`config.mk`:
```
export PLATFORM = sky130hd
export DESIGN_NAME = ex_mem_flag_stage_flat
export DESIGN_NICKNAME = d
export VERILOG_FILES = /design/src/rtl/cpu_pkg.sv /design/src/rtl/ex_mem_flag_stage_if.sv /design/src/rtl/zero_detect.sv /design/src/rtl/ex_mem_flag_stage.sv /design/src/flat_wrapper.sv
export SDC_FILE = /design/constraint.sdc
export NUM_CORES = 1
export LEC_CHECK = 0
export CORE_MARGIN = 2
export CORE_UTILIZATION = 42
export DETAILED_ROUTE_END_ITERATION = 6
export GPL_TIMING_DRIVEN = 0
export PLACE_DENSITY = 0.93
export SYNTH_ARGS = -nofsm -noshare
export SYNTH_HDL_FRONTEND = slang
export SYNTH_SLANG_ARGS = --single-unit
```
`constraint.sdc`:
```
create_clock -name clk -period 13.3 [get_ports clk]
set_input_delay 1.995 -clock clk [delete_from_list [all_inputs] [get_ports clk]]
set_output_delay 1.995 -clock clk [all_outputs]
set_load 0.01 [all_outputs]
```
`src/rtl/cpu_pkg.sv`:
```
// Shared CPU definitions: ALU select codes, flag and EX/MEM control types,
// and the N/Z/C/V derivation used at the execute boundary.
package cpu_pkg;

  localparam int CPU_WIDTH    = 64;
  localparam int CPU_REG_BITS = 5;

  typedef enum logic [2:0] {
    ALU_PASS_B = 3'b000,
    ALU_ADD    = 3'b010,
    ALU_SUB    = 3'b011,
    ALU_AND    = 3'b100,
    ALU_OR     = 3'b101,
    ALU_XOR    = 3'b110
  } alu_sel_e;

  typedef struct packed {
    logic n;
    logic z;
    logic c;
    logic v;
  } flags_t;

  typedef struct packed {
    logic                    valid;
    logic [CPU_REG_BITS-1:0] rd;
    logic                    reg_write;
    logic                    mem_read;
    logic                    mem_write;
  } exmem_ctrl_t;

  // C and V only carry meaning for arithmetic; sub carry is NOT borrow as produced by the slices.
  function automatic flags_t derive_flags(input logic msb, input logic zero,
                                          input logic cout_msb, input logic cin_msb,
                                          input logic [2:0] sel);
    flags_t f;
    f.n = msb;
    f.z = zero;
    case (sel)
      ALU_ADD, ALU_SUB: begin
        f.c = cout_msb;
        f.v = cout_msb ^ cin_msb;
      end
      default: begin
        f.c = 1'b0;
        f.v = 1'b0;
      end
    endcase
    return f;
  endfunction

endpackage

```
`src/rtl/ex_mem_flag_stage_if.sv`:
```
// EX-side inputs and MEM-side outputs of the EX/MEM flag stage.
interface ex_mem_flag_stage_if #(
  parameter int WIDTH    = 64,
  parameter int REG_BITS = 5
);
  logic [WIDTH-1:0]    alu_result;
  logic                alu_cout_msb;
  logic                alu_cin_msb;
  logic [2:0]          alu_select;
  logic                ex_valid;
  logic                ex_set_flags;
  logic [REG_BITS-1:0] ex_rd;
  logic                ex_reg_write;
  logic                ex_mem_read;
  logic                ex_mem_write;
  logic [WIDTH-1:0]    ex_store_data;
  logic                stall;
  logic                flush;

  logic                ex_zero;
  logic [3:0]          flags_fwd;
  logic [3:0]          flags;
  logic                mem_valid;
  logic [REG_BITS-1:0] mem_rd;
  logic                mem_reg_write;
  logic                mem_mem_read;
  logic                mem_mem_write;
  logic [WIDTH-1:0]    mem_result;
  logic [WIDTH-1:0]    mem_store_data;

  modport master (
    output alu_result, alu_cout_msb, alu_cin_msb, alu_select, ex_valid, ex_set_flags,
           ex_rd, ex_reg_write, ex_mem_read, ex_mem_write, ex_store_data, stall, flush,
    input  ex_zero, flags_fwd, flags, mem_valid, mem_rd, mem_reg_write, mem_mem_read,
           mem_mem_write, mem_result, mem_store_data
  );

  modport slave (
    input  alu_result, alu_cout_msb, alu_cin_msb, alu_select, ex_valid, ex_set_flags,
           ex_rd, ex_reg_write, ex_mem_read, ex_mem_write, ex_store_data, stall, flush,
    output ex_zero, flags_fwd, flags, mem_valid, mem_rd, mem_reg_write, mem_mem_read,
           mem_mem_write, mem_result, mem_store_data
  );
endinterface

```
`src/rtl/zero_detect.sv`:
```
// Result-is-zero detector: a first rank of 2-input NORs feeding an AND reduction.
// WIDTH is expected to be even.
module zero_detect #(
  parameter int WIDTH = 64
) (
  input  logic [WIDTH-1:0] value,
  output logic             zero
);

  logic [WIDTH/2-1:0] pair_nor;

  for (genvar i = 0; i < WIDTH/2; i++) begin : g_pair
    assign pair_nor[i] = ~(value[2*i] | value[2*i+1]);
  end

  assign zero = &pair_nor;

endmodule

```
`src/rtl/ex_mem_flag_stage.sv`:
```
// EX/MEM boundary: flag derivation, architectural flag register with bypass,
// and the EX/MEM pipeline register with flush > stall > load priority.
module ex_mem_flag_stage
  import cpu_pkg::*;
#(
  parameter int WIDTH    = CPU_WIDTH,
  parameter int REG_BITS = CPU_REG_BITS
) (
  input logic               clk,
  input logic               reset,
  ex_mem_flag_stage_if.slave bus
);

  logic             ex_zero;
  flags_t           derived;
  flags_t           flags_r;
  exmem_ctrl_t      ctrl_r;
  logic [WIDTH-1:0] result_r;
  logic [WIDTH-1:0] store_r;
  logic             set_flags_now;
  logic             flag_write;

  zero_detect #(.WIDTH(WIDTH)) u_zero_detect (
    .value (bus.alu_result),
    .zero  (ex_zero)
  );

  assign set_flags_now = bus.ex_valid & bus.ex_set_flags;
  assign flag_write    = set_flags_now & ~bus.stall & ~bus.flush;

  // Derived flags of the instruction currently in EX.
  always_comb begin
    derived = derive_flags(bus.alu_result[WIDTH-1], ex_zero, bus.alu_cout_msb,
                           bus.alu_cin_msb, bus.alu_select);
  end

  // Bypass lets a B.cond right behind a flag-setter see the new flags.
  always_comb begin
    if (set_flags_now) begin
      bus.flags_fwd = derived;
    end else begin
      bus.flags_fwd = flags_r;
    end
  end

  // Architectural flag register; stalled or flushed setters never commit.
  always_ff @(posedge clk or posedge reset) begin
    if (reset) begin
      flags_r <= '0;
    end else if (flag_write) begin
      flags_r <= derived;
    end else begin
      flags_r <= flags_r;
    end
  end

  // EX/MEM pipeline register; a bubble clears only control, data may stay stale.
  always_ff @(posedge clk or posedge reset) begin
    if (reset) begin
      ctrl_r   <= '0;
      result_r <= '0;
      store_r  <= '0;
    end else if (bus.flush) begin
      ctrl_r.valid     <= 1'b0;
      ctrl_r.reg_write <= 1'b0;
      ctrl_r.mem_read  <= 1'b0;
      ctrl_r.mem_write <= 1'b0;
    end else if (bus.stall) begin
      ctrl_r   <= ctrl_r;
      result_r <= result_r;
      store_r  <= store_r;
    end else begin
      ctrl_r.valid     <= bus.ex_valid;
      ctrl_r.rd        <= bus.ex_rd;
      ctrl_r.reg_write <= bus.ex_reg_write & bus.ex_valid;
      ctrl_r.mem_read  <= bus.ex_mem_read  & bus.ex_valid;
      ctrl_r.mem_write <= bus.ex_mem_write & bus.ex_valid;
      result_r         <= bus.alu_result;
      store_r          <= bus.ex_store_data;
    end
  end

  assign bus.ex_zero        = ex_zero;
  assign bus.flags          = flags_r;
  assign bus.mem_valid      = ctrl_r.valid;
  assign bus.mem_rd         = ctrl_r.rd[REG_BITS-1:0];
  assign bus.mem_reg_write  = ctrl_r.reg_write;
  assign bus.mem_mem_read   = ctrl_r.mem_read;
  assign bus.mem_mem_write  = ctrl_r.mem_write;
  assign bus.mem_result     = result_r;
  assign bus.mem_store_data = store_r;

endmodule

```
`src/flat_wrapper.sv`:
```
// flat-port wrapper written by rule: the top's interface ports become plain ports
module ex_mem_flag_stage_flat import cpu_pkg::*;
#(
  parameter int WIDTH    = CPU_WIDTH,
  parameter int REG_BITS = CPU_REG_BITS
)
  (clk, reset, bus_alu_result, bus_alu_cout_msb, bus_alu_cin_msb, bus_alu_select, bus_ex_valid, bus_ex_set_flags, bus_ex_rd, bus_ex_reg_write, bus_ex_mem_read, bus_ex_mem_write, bus_ex_store_data, bus_stall, bus_flush, bus_ex_zero, bus_flags_fwd, bus_flags, bus_mem_valid, bus_mem_rd, bus_mem_reg_write, bus_mem_mem_read, bus_mem_mem_write, bus_mem_result, bus_mem_store_data);
  ex_mem_flag_stage_if #(.WIDTH(WIDTH), .REG_BITS(REG_BITS)) bus_i ();
  input logic clk;
  input logic reset;
  input wire logic [$bits(bus_i.alu_result)-1:0] bus_alu_result;
  input wire logic [$bits(bus_i.alu_cout_msb)-1:0] bus_alu_cout_msb;
  input wire logic [$bits(bus_i.alu_cin_msb)-1:0] bus_alu_cin_msb;
  input wire logic [$bits(bus_i.alu_select)-1:0] bus_alu_select;
  input wire logic [$bits(bus_i.ex_valid)-1:0] bus_ex_valid;
  input wire logic [$bits(bus_i.ex_set_flags)-1:0] bus_ex_set_flags;
  input wire logic [$bits(bus_i.ex_rd)-1:0] bus_ex_rd;
  input wire logic [$bits(bus_i.ex_reg_write)-1:0] bus_ex_reg_write;
  input wire logic [$bits(bus_i.ex_mem_read)-1:0] bus_ex_mem_read;
  input wire logic [$bits(bus_i.ex_mem_write)-1:0] bus_ex_mem_write;
  input wire logic [$bits(bus_i.ex_store_data)-1:0] bus_ex_store_data;
  input wire logic [$bits(bus_i.stall)-1:0] bus_stall;
  input wire logic [$bits(bus_i.flush)-1:0] bus_flush;
  output wire logic [$bits(bus_i.ex_zero)-1:0] bus_ex_zero;
  output wire logic [$bits(bus_i.flags_fwd)-1:0] bus_flags_fwd;
  output wire logic [$bits(bus_i.flags)-1:0] bus_flags;
  output wire logic [$bits(bus_i.mem_valid)-1:0] bus_mem_valid;
  output wire logic [$bits(bus_i.mem_rd)-1:0] bus_mem_rd;
  output wire logic [$bits(bus_i.mem_reg_write)-1:0] bus_mem_reg_write;
  output wire logic [$bits(bus_i.mem_mem_read)-1:0] bus_mem_mem_read;
  output wire logic [$bits(bus_i.mem_mem_write)-1:0] bus_mem_mem_write;
  output wire logic [$bits(bus_i.mem_result)-1:0] bus_mem_result;
  output wire logic [$bits(bus_i.mem_store_data)-1:0] bus_mem_store_data;
  assign bus_i.alu_result = bus_alu_result;
  assign bus_i.alu_cout_msb = bus_alu_cout_msb;
  assign bus_i.alu_cin_msb = bus_alu_cin_msb;
  assign bus_i.alu_select = bus_alu_select;
  assign bus_i.ex_valid = bus_ex_valid;
  assign bus_i.ex_set_flags = bus_ex_set_flags;
  assign bus_i.ex_rd = bus_ex_rd;
  assign bus_i.ex_reg_write = bus_ex_reg_write;
  assign bus_i.ex_mem_read = bus_ex_mem_read;
  assign bus_i.ex_mem_write = bus_ex_mem_write;
  assign bus_i.ex_store_data = bus_ex_store_data;
  assign bus_i.stall = bus_stall;
  assign bus_i.flush = bus_flush;
  assign bus_ex_zero = bus_i.ex_zero;
  assign bus_flags_fwd = bus_i.flags_fwd;
  assign bus_flags = bus_i.flags;
  assign bus_mem_valid = bus_i.mem_valid;
  assign bus_mem_rd = bus_i.mem_rd;
  assign bus_mem_reg_write = bus_i.mem_reg_write;
  assign bus_mem_mem_read = bus_i.mem_mem_read;
  assign bus_mem_mem_write = bus_i.mem_mem_write;
  assign bus_mem_result = bus_i.mem_result;
  assign bus_mem_store_data = bus_i.mem_store_data;
  ex_mem_flag_stage #(.WIDTH(WIDTH), .REG_BITS(REG_BITS)) u_core (.clk(clk), .reset(reset), .bus(bus_i));
endmodule
```
==> run summary <==
worst setup skew after layout: 0 ps
clock transition at the register clock pins on the worst setup and hold paths after CTS: 60 ps
share of cells above drive strength 1: 0.286
number of max-slew violations in the final report: 0
source of the worst hold timing path: u_core.bus.mem_result[29]$_DFFE_PP0P_
pre-CTS worst setup slack: 6950 ps
maximum capacitance violations: 0
core area: 12700 um^2
number of I/O pins: 293
combined flip-flop and latch cell area: 3530 um^2
Placer Congestion: 0.809
count of hold-fix buffers inserted at cts: 0
H-tree depth: 4
share of the cycle needed by the critical path after routing: 0.472
Mapped Nets: 485
clock share of power: 0.360
launching element type of the critical path: input port
post-synthesis average cell area: 16.2 um^2
number of design-rule violations left by the first detailed-router iteration: 131
number of buffers between clock root and the deepest sink: 2
area of the mapped netlist: 5480 um^2
endpoint of the worst hold path: u_core.bus.mem_result[29]$_DFFE_PP0P_
Crit. End Element: primary output
most frequent cell after synthesis: sky130_fd_sc_hd__dfrtp_1
largest net degree at the start of global routing: 97
critical path arrival: 4290 ps
number of stages on the worst hold path: 1
setup slack after layout: 7020 ps
critical path fanouts, max: 3
antenna violations before repair: 0
run status: complete, no violations
NetSw: 321 uW
path depth of the worst reg2reg path: 1
Via Count: 4095
die area: 14000 um^2
startpoint of the worst register-to-register path: u_core.bus.mem_store_data[29]$_DFFE_PP0P_
post-synthesis cell count: 338
power density over the cells: 141 nW/um^2
final standard cell count with taps included and fillers excluded: 833
clock latency of the later-clocked register in the worst-skew pair: 400 ps
TritonCTS clock tree: done
overall die height: 118 um
total length of routed wires: 16.3 mm
number of distinct library cell variants in the gate-level netlist after synthesis: 22
1st-pass router iterations: 4
Tightest Hold Check Type: reg -> reg
worst reg2reg path endpoint: u_core.bus.mem_store_data[29]$_DFFE_PP0P_
top post-synthesis cells by count: 141 x sky130_fd_sc_hd__dfrtp_1, 137 x sky130_fd_sc_hd__mux2_2, 14 x sky130_fd_sc_hd__nor4_1, 7 x sky130_fd_sc_hd__buf_2, 7 x sky130_fd_sc_hd__buf_6
Leak Pwr: 3.75 nW
TritonCTS buffer count: 17
kind of critical path: in -> out
site row count: 41
EDFF count, synth: 0
count of endpoints failing hold in the final timing report: 0
fraction of the core area covered by cells at the end of the flow: 0.729
first-pass GRT wire length: 25.4 mm
min cycle time layout: 6280 ps
antenna diode instance count: 0
Synth Register Bits: 141
Fmax: 159 MHz
sequential share of the synthesized area: 0.643
Root Driver: sky130_fd_sc_hd__clkbuf_16
Placed Cells: 801
Synth top area share: 0.643
Comb pwr share: 0.236
Vias/cell: 4.92
total setup buffers inserted after CTS: 0
final net count: 795
relative slew slack: 0.583
register-to-register setup slack: 12470 ps
setup repair after global routing missed its margin: false
overall overflow remaining after global route: 0
power share of the sequential group: 0.404
top flip-flop cell by instance count after synthesis: sky130_fd_sc_hd__dfrtp_1
post-route ant nets: 0
area growth from synthesis to final layout: 68.3%
chip width: 118 um
Tot Pwr: 1.31 mW
post-cts resize count: 0
initial standard-cell utilization of the core: 0.433
Overall Global Routing Usage: 0.238
worst endpoint required time: 11310 ps
async set or reset register ratio after synthesis: 1.00
DRC viols: 0
half-perimeter wire length of the detailed placement result: 12.6 mm
total number of clock tree sinks: 141
maximum resistive drop on vdd: 0.0938 mV
total of fill cells in the finished design: 794
final setup violation count: 0
Switching Share: 0.246
post-synth top area cell: sky130_fd_sc_hd__dfrtp_1
setup total negative slack: 0 ps
Cell Int Power: 984 uW
footprint of the multi-input gates: 1830 um^2
synth warn: 0
Synth area leaders: sky130_fd_sc_hd__dfrtp_1 64%, sky130_fd_sc_hd__mux2_2 28%, sky130_fd_sc_hd__nor4_1 1.6%
via count of the first global-routing pass: 4666
Buffers on Ports: 290
drt wl/cell: 19.6 um
slew at the pin closest to its max-slew limit: 621 ps
## metrics by stage
| step | instance area (um^2) | hold WS (ps) |
|---|---|---|
| 4_1_cts | 9230 | 507 |
| 2_1_floorplan | 5480 | 545 |
| 3_3_place_gp | 8600 | 487 |
| 6_report | 9230 | 505 |
| 5_1_grt | 9230 | 512 |
| 3_5_place_dp | 8630 | 495 |
## critical path: stages
cell	delay [ps]
sky130_fd_sc_hd__clkdlybuf4s50_1	450
sky130_fd_sc_hd__nor4_1	390
sky130_fd_sc_hd__nand4_1	220
sky130_fd_sc_hd__nor4_2	460
sky130_fd_sc_hd__mux2_1	200
sky130_fd_sc_hd__clkdlybuf4s50_1	570
## power by group through the flow
stage / logic (mW) / registers [mW] / clock network (mW)
floorplan: 0.0798 / 0.558 / 0
global placement: 0.301 / 0.528 / 0
detailed placement: 0.310 / 0.534 / 0
CTS: 0.312 / 0.527 / 0.476
global route: 0.326 / 0.533 / 0.495
finish: 0.309 / 0.527 / 0.470
## registers in the layout, indices dropped and copies added, names as in the netlist
register,cells
u_core.bus.mem_mem_write,1
u_core.bus.mem_store_data,64
u_core.bus.mem_mem_read,1
u_core.bus.mem_rd,5
u_core.bus.flags,4
u_core.bus.mem_valid,1
u_core.bus.mem_reg_write,1
u_core.bus.mem_result,64
## area by class of cell
cell class / count / area share
well taps: 172 / 0.0233
clock inverters: 10 / 0.0122
repair buffers: 291 / 0.317
clock buffers: 22 / 0.0525
plain buffers: 15 / 0.0131
flip-flops and latches: 141 / 0.382
inverters: 2 / 0.00136
multi-input cells: 180 / 0.198
## metal layers
metal | wire (um) | vias to the layer above | part of all wire | track usage
met3 | 1300 | 32 | 0.080 | 0.0816
met4 | 447 | 0 | 0.027 | 0.102
met2 | 8670 | 193 | 0.53 | 0.423
met5 | 0 | - | 0 | 0
li1 | - | 1850 | - | -
met1 | 5890 | 2020 | 0.36 | 0.256
## logic make-up after synthesis
kind of cell | Yosys count | synth area share
compound gates | 5 | 0.00547
xor+xnor | 1 | 0.00160
buf+inv | 17 | 0.0235
flops | 141 | 0.643
mux | 140 | 0.287
simple gates | 34 | 0.0388
## worst max-delay path by stage
stage,start,depth (start not counted),end,slack (ps)
after floorplan,reset,1,u_core.bus.flags[0]$_DFFE_PP0P_,7520
after global placement,reset,2,u_core.bus.mem_result[52]$_DFFE_PP0P_,5920
after detailed placement,bus_alu_result[1],6,bus_flags_fwd[2],6950
after CTS,bus_alu_result[1],6,bus_flags_fwd[2],6930
after global routing,bus_alu_result[1],6,bus_flags_fwd[2],6840
final,bus_alu_result[32],6,bus_flags_fwd[2],7020
## cells in the final DEF, fill, tap and decap left out, types with 3 or more instances in the layout
master / count
sky130_fd_sc_hd__nand4_1: 4
sky130_fd_sc_hd__clkbuf_16: 17
sky130_fd_sc_hd__nor2_1: 5
sky130_fd_sc_hd__clkinvlp_4: 5
sky130_fd_sc_hd__buf_2: 7
sky130_fd_sc_hd__dfrtp_1: 141
sky130_fd_sc_hd__nor4_1: 14
sky130_fd_sc_hd__mux2_2: 137
sky130_fd_sc_hd__clkbuf_8: 4
sky130_fd_sc_hd__buf_6: 7
sky130_fd_sc_hd__clkinv_2: 3
sky130_fd_sc_hd__nor4_2: 3
sky130_fd_sc_hd__clkdlybuf4s50_1: 290
sky130_fd_sc_hd__nand2_1: 3
No activity file was read; power rests on OpenSTA's default activity.
